[src/rtl/simplerisc_pkg.sv]
// SimpleRISC shared definitions: opcodes, fixed encodings and the
// instruction field helpers used by the OF/EX latch and the forwarding units.
package simplerisc_pkg;

    localparam logic [4:0] OP_ADD  = 5'b00000;
    localparam logic [4:0] OP_SUB  = 5'b00001;
    localparam logic [4:0] OP_MUL  = 5'b00010;
    localparam logic [4:0] OP_DIV  = 5'b00011;
    localparam logic [4:0] OP_MOD  = 5'b00100;
    localparam logic [4:0] OP_CMP  = 5'b00101;
    localparam logic [4:0] OP_AND  = 5'b00110;
    localparam logic [4:0] OP_OR   = 5'b00111;
    localparam logic [4:0] OP_NOT  = 5'b01000;
    localparam logic [4:0] OP_MOV  = 5'b01001;
    localparam logic [4:0] OP_LSL  = 5'b01010;
    localparam logic [4:0] OP_LSR  = 5'b01011;
    localparam logic [4:0] OP_ASR  = 5'b01100;
    localparam logic [4:0] OP_NOP  = 5'b01101;
    localparam logic [4:0] OP_LD   = 5'b01110;
    localparam logic [4:0] OP_ST   = 5'b01111;
    localparam logic [4:0] OP_BEQ  = 5'b10000;
    localparam logic [4:0] OP_BGT  = 5'b10001;
    localparam logic [4:0] OP_B    = 5'b10010;
    localparam logic [4:0] OP_CALL = 5'b10011;
    localparam logic [4:0] OP_RET  = 5'b10100;

    localparam logic [31:0] NOP_IR = 32'h6800_0000;
    localparam logic [3:0]  RA_REG = 4'hF;

    function automatic logic [4:0] opcode_of(input logic [31:0] ir);
        return ir[31:27];
    endfunction

    function automatic logic [3:0] rd_of(input logic [31:0] ir);
        return ir[25:22];
    endfunction

    // ret reads the return address register instead of rs1
    function automatic logic [3:0] src1_of(input logic [31:0] ir);
        return (ir[31:27] == OP_RET) ? RA_REG : ir[21:18];
    endfunction

    // st reads its data register through the rd field
    function automatic logic [3:0] src2_of(input logic [31:0] ir);
        return (ir[31:27] == OP_ST) ? ir[25:22] : ir[17:14];
    endfunction

    function automatic logic uses_src1(input logic [31:0] ir);
        logic [4:0] op;
        op = ir[31:27];
        return !(op inside {OP_NOP, OP_B, OP_BEQ, OP_BGT, OP_CALL, OP_NOT, OP_MOV});
    endfunction

    function automatic logic uses_src2(input logic [31:0] ir);
        logic [4:0] op;
        op = ir[31:27];
        return (op == OP_ST) || ((op <= OP_ASR) && !ir[26]);
    endfunction

endpackage

[src/rtl/of_ex_latch_if.sv]
// OF/EX latch bus: operand-fetch side inputs, EX side outputs and the
// stall/flush/hold control. master = surrounding pipeline, slave = latch.
interface of_ex_latch_if #(
    parameter int XLEN = 32
);
    logic            of_valid;
    logic [31:0]     of_pc;
    logic [31:0]     of_ir;
    logic [XLEN-1:0] of_op1;
    logic [XLEN-1:0] of_op2;
    logic [XLEN-1:0] rw_result;
    logic            fwd_rw_of_src1;
    logic            fwd_rw_of_src2;
    logic            branch_taken;
    logic            pipe_hold;

    logic            ex_valid;
    logic [31:0]     ex_pc;
    logic [31:0]     ex_ir;
    logic [XLEN-1:0] ex_a;
    logic [XLEN-1:0] ex_b;
    logic [XLEN-1:0] ex_op2;
    logic            stall_out;
    logic [31:0]     stall_cnt;

    modport master (
        output of_valid, of_pc, of_ir, of_op1, of_op2, rw_result,
               fwd_rw_of_src1, fwd_rw_of_src2, branch_taken, pipe_hold,
        input  ex_valid, ex_pc, ex_ir, ex_a, ex_b, ex_op2, stall_out, stall_cnt
    );

    modport slave (
        input  of_valid, of_pc, of_ir, of_op1, of_op2, rw_result,
               fwd_rw_of_src1, fwd_rw_of_src2, branch_taken, pipe_hold,
        output ex_valid, ex_pc, ex_ir, ex_a, ex_b, ex_op2, stall_out, stall_cnt
    );
endinterface

[src/rtl/imm_extend.sv]
// Immediate builder: 16-bit imm plus 2-bit modifier to an XLEN operand.
// 00/11 sign-extend, 01 zero-extend, 10 place imm in the upper half.
module imm_extend #(
    parameter int XLEN = 32
) (
    input  logic [17:0]     imm_mod_i,
    output logic [XLEN-1:0] immx_o
);
    logic [15:0] imm;
    logic [1:0]  modifier;

    assign imm      = imm_mod_i[15:0];
    assign modifier = imm_mod_i[17:16];

    // select extension form from the modifier
    always_comb begin
        immx_o = {{(XLEN-16){imm[15]}}, imm};
        case (modifier)
            2'b01:   immx_o = {{(XLEN-16){1'b0}}, imm};
            2'b10:   immx_o = XLEN'({imm, 16'h0000});
            default: immx_o = {{(XLEN-16){imm[15]}}, imm};
        endcase
    end
endmodule

[src/rtl/of_ex_latch.sv]
// OF/EX pipeline register of the SimpleRISC core. Applies RW->OF operand
// forwarding, builds the immediate, detects the load-use interlock and
// handles flush (branch_taken) and freeze (pipe_hold).
// Optional: define OF_EX_STALL_CNT_EN for the bubble/flush counter.
module of_ex_latch
    import simplerisc_pkg::*;
#(
    parameter int XLEN = 32
) (
    input logic           clk,
    input logic           rst,
    of_ex_latch_if.slave  bus
);
    logic            ex_valid_q, ex_valid_d;
    logic [31:0]     ex_pc_q,    ex_pc_d;
    logic [31:0]     ex_ir_q,    ex_ir_d;
    logic [XLEN-1:0] ex_a_q,     ex_a_d;
    logic [XLEN-1:0] ex_b_q,     ex_b_d;
    logic [XLEN-1:0] ex_op2_q,   ex_op2_d;

    logic [XLEN-1:0] op1f, op2f, immx;
    logic            dep_src1, dep_src2, interlock;

    imm_extend #(.XLEN(XLEN)) u_imm (
        .imm_mod_i (bus.of_ir[17:0]),
        .immx_o    (immx)
    );

    assign op1f = bus.fwd_rw_of_src1 ? bus.rw_result : bus.of_op1;
    assign op2f = bus.fwd_rw_of_src2 ? bus.rw_result : bus.of_op2;

    // a load in EX cannot forward to OF yet; a dependent OF instruction waits one cycle
    assign dep_src1  = uses_src1(bus.of_ir) && (src1_of(bus.of_ir) == rd_of(ex_ir_q));
    assign dep_src2  = uses_src2(bus.of_ir) && (src2_of(bus.of_ir) == rd_of(ex_ir_q));
    assign interlock = ex_valid_q && (opcode_of(ex_ir_q) == OP_LD) && bus.of_valid
                       && (dep_src1 || dep_src2);

    // wrong-path OF (flush) or frozen pipe never stalls the front end
    assign bus.stall_out = interlock && !bus.branch_taken && !bus.pipe_hold;

    // next EX contents: hold keeps, flush/interlock bubble, otherwise advance OF
    always_comb begin
        ex_valid_d = ex_valid_q;
        ex_pc_d    = ex_pc_q;
        ex_ir_d    = ex_ir_q;
        ex_a_d     = ex_a_q;
        ex_b_d     = ex_b_q;
        ex_op2_d   = ex_op2_q;
        if (!bus.pipe_hold) begin
            if (bus.branch_taken || interlock) begin
                ex_valid_d = 1'b0;
                ex_pc_d    = '0;
                ex_ir_d    = NOP_IR;
                ex_a_d     = '0;
                ex_b_d     = '0;
                ex_op2_d   = '0;
            end else begin
                ex_valid_d = bus.of_valid;
                ex_pc_d    = bus.of_pc;
                ex_ir_d    = bus.of_ir;
                ex_a_d     = op1f;
                ex_b_d     = bus.of_ir[26] ? immx : op2f;
                ex_op2_d   = op2f;
            end
        end
    end

    // EX register bank, reset loads a bubble
    always_ff @(posedge clk) begin
        if (rst) begin
            ex_valid_q <= 1'b0;
            ex_pc_q    <= '0;
            ex_ir_q    <= NOP_IR;
            ex_a_q     <= '0;
            ex_b_q     <= '0;
            ex_op2_q   <= '0;
        end else begin
            ex_valid_q <= ex_valid_d;
            ex_pc_q    <= ex_pc_d;
            ex_ir_q    <= ex_ir_d;
            ex_a_q     <= ex_a_d;
            ex_b_q     <= ex_b_d;
            ex_op2_q   <= ex_op2_d;
        end
    end

    assign bus.ex_valid = ex_valid_q;
    assign bus.ex_pc    = ex_pc_q;
    assign bus.ex_ir    = ex_ir_q;
    assign bus.ex_a     = ex_a_q;
    assign bus.ex_b     = ex_b_q;
    assign bus.ex_op2   = ex_op2_q;

`ifdef OF_EX_STALL_CNT_EN
    logic [31:0] stall_cnt_q, stall_cnt_d;

    assign stall_cnt_d = stall_cnt_q + 32'd1;

    // count every bubble inserted by flush or interlock; frozen edges do not count
    always_ff @(posedge clk) begin
        if (rst)
            stall_cnt_q <= '0;
        else if (!bus.pipe_hold && (bus.branch_taken || interlock))
            stall_cnt_q <= stall_cnt_d;
    end

    assign bus.stall_cnt = stall_cnt_q;
`else
    assign bus.stall_cnt = '0;
`endif

endmodule

[src/flat_wrapper.sv]
// flat-port wrapper written by rule: the top's interface ports become plain ports
module of_ex_latch_flat import simplerisc_pkg::*;
#(
    parameter int XLEN = 32
)
  (clk, rst, bus_of_valid, bus_of_pc, bus_of_ir, bus_of_op1, bus_of_op2, bus_rw_result, bus_fwd_rw_of_src1, bus_fwd_rw_of_src2, bus_branch_taken, bus_pipe_hold, bus_ex_valid, bus_ex_pc, bus_ex_ir, bus_ex_a, bus_ex_b, bus_ex_op2, bus_stall_out, bus_stall_cnt);
  of_ex_latch_if #(.XLEN(XLEN)) bus_i ();
  input logic clk;
  input logic rst;
  input wire logic [$bits(bus_i.of_valid)-1:0] bus_of_valid;
  input wire logic [$bits(bus_i.of_pc)-1:0] bus_of_pc;
  input wire logic [$bits(bus_i.of_ir)-1:0] bus_of_ir;
  input wire logic [$bits(bus_i.of_op1)-1:0] bus_of_op1;
  input wire logic [$bits(bus_i.of_op2)-1:0] bus_of_op2;
  input wire logic [$bits(bus_i.rw_result)-1:0] bus_rw_result;
  input wire logic [$bits(bus_i.fwd_rw_of_src1)-1:0] bus_fwd_rw_of_src1;
  input wire logic [$bits(bus_i.fwd_rw_of_src2)-1:0] bus_fwd_rw_of_src2;
  input wire logic [$bits(bus_i.branch_taken)-1:0] bus_branch_taken;
  input wire logic [$bits(bus_i.pipe_hold)-1:0] bus_pipe_hold;
  output wire logic [$bits(bus_i.ex_valid)-1:0] bus_ex_valid;
  output wire logic [$bits(bus_i.ex_pc)-1:0] bus_ex_pc;
  output wire logic [$bits(bus_i.ex_ir)-1:0] bus_ex_ir;
  output wire logic [$bits(bus_i.ex_a)-1:0] bus_ex_a;
  output wire logic [$bits(bus_i.ex_b)-1:0] bus_ex_b;
  output wire logic [$bits(bus_i.ex_op2)-1:0] bus_ex_op2;
  output wire logic [$bits(bus_i.stall_out)-1:0] bus_stall_out;
  output wire logic [$bits(bus_i.stall_cnt)-1:0] bus_stall_cnt;
  assign bus_i.of_valid = bus_of_valid;
  assign bus_i.of_pc = bus_of_pc;
  assign bus_i.of_ir = bus_of_ir;
  assign bus_i.of_op1 = bus_of_op1;
  assign bus_i.of_op2 = bus_of_op2;
  assign bus_i.rw_result = bus_rw_result;
  assign bus_i.fwd_rw_of_src1 = bus_fwd_rw_of_src1;
  assign bus_i.fwd_rw_of_src2 = bus_fwd_rw_of_src2;
  assign bus_i.branch_taken = bus_branch_taken;
  assign bus_i.pipe_hold = bus_pipe_hold;
  assign bus_ex_valid = bus_i.ex_valid;
  assign bus_ex_pc = bus_i.ex_pc;
  assign bus_ex_ir = bus_i.ex_ir;
  assign bus_ex_a = bus_i.ex_a;
  assign bus_ex_b = bus_i.ex_b;
  assign bus_ex_op2 = bus_i.ex_op2;
  assign bus_stall_out = bus_i.stall_out;
  assign bus_stall_cnt = bus_i.stall_cnt;
  of_ex_latch #(.XLEN(XLEN)) u_core (.clk(clk), .rst(rst), .bus(bus_i));
endmodule
[config.mk]
export PLATFORM = sky130hd
export DESIGN_NAME = of_ex_latch_flat
export DESIGN_NICKNAME = d
export VERILOG_FILES = /design/src/rtl/simplerisc_pkg.sv /design/src/rtl/of_ex_latch_if.sv /design/src/rtl/imm_extend.sv /design/src/rtl/of_ex_latch.sv /design/src/flat_wrapper.sv
export SDC_FILE = /design/constraint.sdc
export NUM_CORES = 1
export LEC_CHECK = 0
export BUFFER_PORTS_ARGS = -buffer_cell sky130_fd_sc_hd__buf_2
export CAP_MARGIN = 20
export CORE_AREA = 2 2 186 115
export DETAILED_ROUTE_END_ITERATION = 16
export DIE_AREA = 0 0 188 117
export PLACE_DENSITY = 0.68
export RECOVER_POWER = 50
export SYNTH_ARGS = -nofsm -noshare
export SYNTH_HDL_FRONTEND = slang
export SYNTH_HIERARCHICAL = 1
export SYNTH_SLANG_ARGS = --single-unit
[constraint.sdc]
create_clock -name clk -period 5 [get_ports clk]
set_input_delay 0 -clock clk [delete_from_list [all_inputs] [get_ports clk]]
set_output_delay 0 -clock clk [all_outputs]
set_load 0.1 [all_outputs]
* Yosys cells after proc, flatten, opt, wreduce, memory -nomap -nowiden *
Index checks and enable logic that the tools add are counted.

word-level totals
  output and inout port bits = 194
  logic and storage cells = 49
  input port bits = 167
  bits in registers = 161

cells by class
  reduce and logical (&&, ||, !) cells = 16
  muxes and demuxes = 12
  magnitude comparators = 1
  equality and inequality tests = 14

operators by type and width
  operator                                                               count
  32-bit two-way mux                                                     8
  32-bit case mux with 2 select lines                                    1
  5-bit by 4-bit == test with 1-bit output, second input constant        5
  5-bit == test, second input constant                                   5
  4-bit == test                                                          2
  1-bit logical AND                                                      8
  4-bit two-way mux                                                      2
  7-bit nonzero test                                                     1
  5-bit by 4-bit <= comparator with 1-bit output, second input constant  1
  1-bit zero test                                                        4
  1-bit logical OR                                                       3
  2-bit by 1-bit == test with 1-bit output, second input constant        1
  2-bit == test, second input constant                                   1
  1-bit two-way mux                                                      1

* Depth between registers and ports, before layout *
  depth in word-level cells = 8
  depth in mapped cells = 9
  gate-level depth less buffers = 7

* Hierarchy *
Netlist, hierarchy kept.

modules (own cells, without submodules)
  module       cells each  instances  seq. area each (um^2)  area each (um^2)
  of_ex_latch  911         1          3,223.1                7,672.4
  imm_extend   43          1          0.0                    321.6

* Worst setup path after synthesis *
No wires, ideal clock.

  kind = reg2out
  start = reg u_core.ex_ir_q[23], in the netlist u_core/bus.ex_ir[23]
  end = out bus_stall_out
  setup slack = 586 ps
  cell stages (with the launch flop) = 6
  path buffers = 0
  arrival time = 4,414 ps
  cell sequence = dfxtp_1 > inv_1 > a222oi_1 > nor4bb_1 > o21ai_0 > a211oi_1

between the ends
  longest elaborated chain between the ends = 6
  elaborated cells between the ends (all ways) = 8

ends and longest elaborated chain
  item                                  line                                  RTL
  from (decl)                           of_ex_latch.sv:16                     logic [31:0] ex_ir_q, ex_ir_d;
  from (signal assigned)                of_ex_latch.sv:80                     ex_ir_q <= ex_ir_d;
  4-bit == test (on tied branches)      of_ex_latch.sv:33, of_ex_latch.sv:34
  1-bit logical AND (on tied branches)  of_ex_latch.sv:33, of_ex_latch.sv:34
  1-bit logical OR *                    of_ex_latch.sv:36                     && (dep_src1 || dep_src2);
  1-bit logical AND *                   of_ex_latch.sv:36
  1-bit logical AND * (2 in series)     of_ex_latch.sv:39                     assign bus.stall_out = interlock && !bus.branch_taken && !bus.pipe_hold;
  to (decl)                             flat_wrapper.sv:26                    output wire logic [$bits(bus_i.stall_out)-1:0] bus_stall_out;

Mark *: on every way between the ends. The rest lies on a longest branch, timed or not.

* Worst setup path in the final report *
  start = reg u_core.ex_ir_q[22], in the netlist u_core/bus.ex_ir[22]
  end = reg u_core.ex_valid_q, in the netlist u_core/bus.ex_valid

between the ends
  longest elaborated chain between the ends = 6
  elaborated cells between the ends (all ways) = 8

ends and longest elaborated chain
  item                                  line                                  RTL
  4-bit == test (on tied branches)      of_ex_latch.sv:33, of_ex_latch.sv:34
  1-bit logical AND (on tied branches)  of_ex_latch.sv:33, of_ex_latch.sv:34
  1-bit logical OR *                    of_ex_latch.sv:36
  1-bit logical AND *                   of_ex_latch.sv:36
  1-bit logical OR *                    of_ex_latch.sv:50                     if (bus.branch_taken || interlock) begin
  1-bit two-way mux *                   of_ex_latch.sv:50
  to (signal assigned)                  of_ex_latch.sv:78                     ex_valid_q <= ex_valid_d;
  to (decl)                             of_ex_latch.sv:14                     logic ex_valid_q, ex_valid_d;

Marks and branches as above.
A chain may end at the register's enable or synchronous reset.

==> metrics.yaml <==
run_status:
  run_status: "finished clean"
yosys:
  synthTopCellsByArea: "dfxtp_1, o31ai_1, nand2_1"
  ys_warn_count: 6
  yosysTopAreaCellShare_pct: 40.3
  synth_edf_count: 0
  synth-main-ff-cell: "dfxtp_1"
  ys_seq_area_share_pct: 40.3
  synthArstFlopShare_pct: 0
  synth_cell_type_count: 46
  ys_ff_latch: 161
  synthesis.area_um2: 7990
  synth_area_per_cell_um2: 8.38
  synthCells: 954
  synth_top_cell_by_area: "dfxtp_1"
global_routing:
  met2_usage_pct: 38.6
  antenna_found_initial: 0
  grt_max_degree: 90
  grt_overflow: 0
  grt_pass1_vias: 7417
  met3_usage_pct: 7.04
  grt_pass1_wl_um: 41600
  busiest_layer: "met2"
  grt_use_total_pct: 24.3
  grt_use_met1_pct: 32.8
setup_path:
  path_cells: "or2_2, a2111oi_0, a211oi_1, a2111oi_4, buf_4, o31ai_1, dlygate4sd3_1"
  crit_buf_inv: 2
  slowest_stage: "buf_4"
  crit_family: "buffers and inverters"
  crit_type: "flip-flop to flip-flop"
  worstPathArrival_ps: 3500
  worst_setup_path_end_kind: "flip-flop"
  cpPeakStageDelay_ps: 690
  required_ps: 5310
  crit_path_start_kind: "flip-flop"
  critPathMaxFanout: 76
finish:
  layout_commonest_cell: "nand2_1"
  fillers: 2037
  final_nets: 1467
  layout_common_cells: "nand2_1, buf_2, clkbuf_1, dfxtp_1, o31ai_1"
  fin_cells: 1588
  diodes: 0
  design_area_um2: 10800
  drive_gt1_share_pct: 21.3
  area_growth_pct: 34.6
die:
  die-area_um2: 22000
  die-height_um: 117
  core_um2: 20500
  die_w_um: 188
  ios: 361
  num_rows: 41
  start_util_pct: 39.1
sta:
  hold-worst-slack_ps: 21.8
  finalSetupViolations: 0
  worst_slew_pin_slew_ps: 1430
  fin_crit_sh_pct: 63.9
  period_minus_slack_ps: 3200
  final.setup.tns_ps: 0
  max-slew-margin-rel_pct: 5.01
  rsz0062_at_grt: "false"
  drv_slew: 0
  skew_ps: 5.90
  fmax_mhz: 313
  hold_viol: 0
route:
  ant_nets: 0
  wl_per_cell_um: 17.3
  vias: 7972
  vias_per_cell: 5.02
  drt_wl_total_um: 27500
  drt_first_pass_iters: 5
  drc: 0
  drtIter0Drc: 608
power:
  power_density_nw_per_um2: 347
  leakagePower_uw: 0.00415
  peakVddDrop_uv: 233
placed_design:
  hpwl_um: 18500
  gp_congestion: 0.853
  io_buffers: 328
  placed_area_um2: 9550
  place_inst: 1481
clock_network:
  htreeDepth: 4
  cts-root-buf: "clkbuf_16"
  cts_tree: "done"
  clkTransAtPathRegs_ps: 60
  cts.sinks: 161
  cts-resized-gates: 0
  clock_path_buffers: 2
  cts_buffers: 17
  clock_latency_ps: 430
worst_hold_path:
  worst_hold_path_type: "input pin to flip-flop"
job:
  maxCapViolCount: 0
==> where the power goes <==
| part | internal (uW) | switching, uW |
|---|---|---|
| Combinational | 208 | 717 |
| Sequential | 1340 | 31.4 |
| Clock | 922 | 510 |
==> repair_timing <==
action | CTS | global route
endpoints found under the hold margin | 70 | 0
setup endpoints to repair | 0 | 0
buffers inserted | 0 | 0
hold buffers | 77 | 0
==> logic make-up after synthesis <==
kind of cell	synth area share, %
compound gates	21.4
fa+ha+maj	0.313
buf+inv	8.48
flops	40.3
mux	9.02
other cells	0.0469
simple gates	20.4
==> synthesized netlist by cell type, drive strengths merged (2+ instances only) <==
cell,n
nor2,11
nand2b,33
nor4bb,2
o211ai,34
clkbuf,55
a21o,15
and3,2
inv,6
ha,2
nand3,2
a211oi,3
or3,2
a2111oi,3
mux2,64
o21ai,2
nand4,4
nand2,285
and2b,4
o31ai,157
dfxtp,161
a31oi,3
or2,2
nor2b,17
nor4b,2
o21a,2
nor3,2
buf,66
==> routing by layer <==
metal  vias up  wire, um
met5         -         0
met4         0       274
met1      3696     12800
met3        21      2020
met2       292     12400
li1       3963         -
==> area by class of cell <==
class,instances,area (um2),area share (%)
flip-flops and latches,161,3220,30.0
inverters,6,22.5,0.209
clock inverters,5,150,1.40
repair buffers,415,2300,21.4
multi-input cells,697,4230,39.3
clock buffers,25,485,4.51
well taps,279,349,3.24
==> worst register-to-register path: cells and delay by family, from the launching register on <==
kind	cells	cell delay, ps
AO/OA/AOI/OAI	4	1100
buffers and inverters	2	1280
flip-flops	1	380
AND/OR/NAND/NOR	1	310
==> final timing paths <==
check	from	endpoint	slack, ps	cells after the start
setup reg to reg	u_core/bus.ex_ir[22]$_SDFFE_PP0N_	u_core/bus.ex_valid$_SDFFE_PP0N_	1800	7
setup / recovery	u_core/bus.ex_ir[22]$_SDFFE_PP0N_	u_core/bus.ex_valid$_SDFFE_PP0N_	1800	7
hold reg to reg	u_core/bus.ex_b[13]$_SDFFE_PP0N_	u_core/bus.ex_b[13]$_SDFFE_PP0N_	450	2
hold / removal	bus_of_op1[26]	u_core/bus.ex_a[26]$_SDFFE_PP0N_	20	4
==> state kept, by name, indices dropped and copies added (netlist names) <==
name,count
u_core/bus.ex_ir,32
u_core/bus.ex_b,32
u_core/bus.ex_op2,32
u_core/bus.ex_pc,32
u_core/bus.ex_valid,1
u_core/bus.ex_a,32
==> metrics by stage <==
step	utilization, %	total power (uW)	setup WS [ps]
detailed placement	46.7	2290	2290
floorplan	-	2110	586
finish	52.6	3730	1800
global route	52.6	3860	1530
global placement	46.7	2290	2340
CTS	53.5	3770	1830
(Power assumes the default switching activity.)
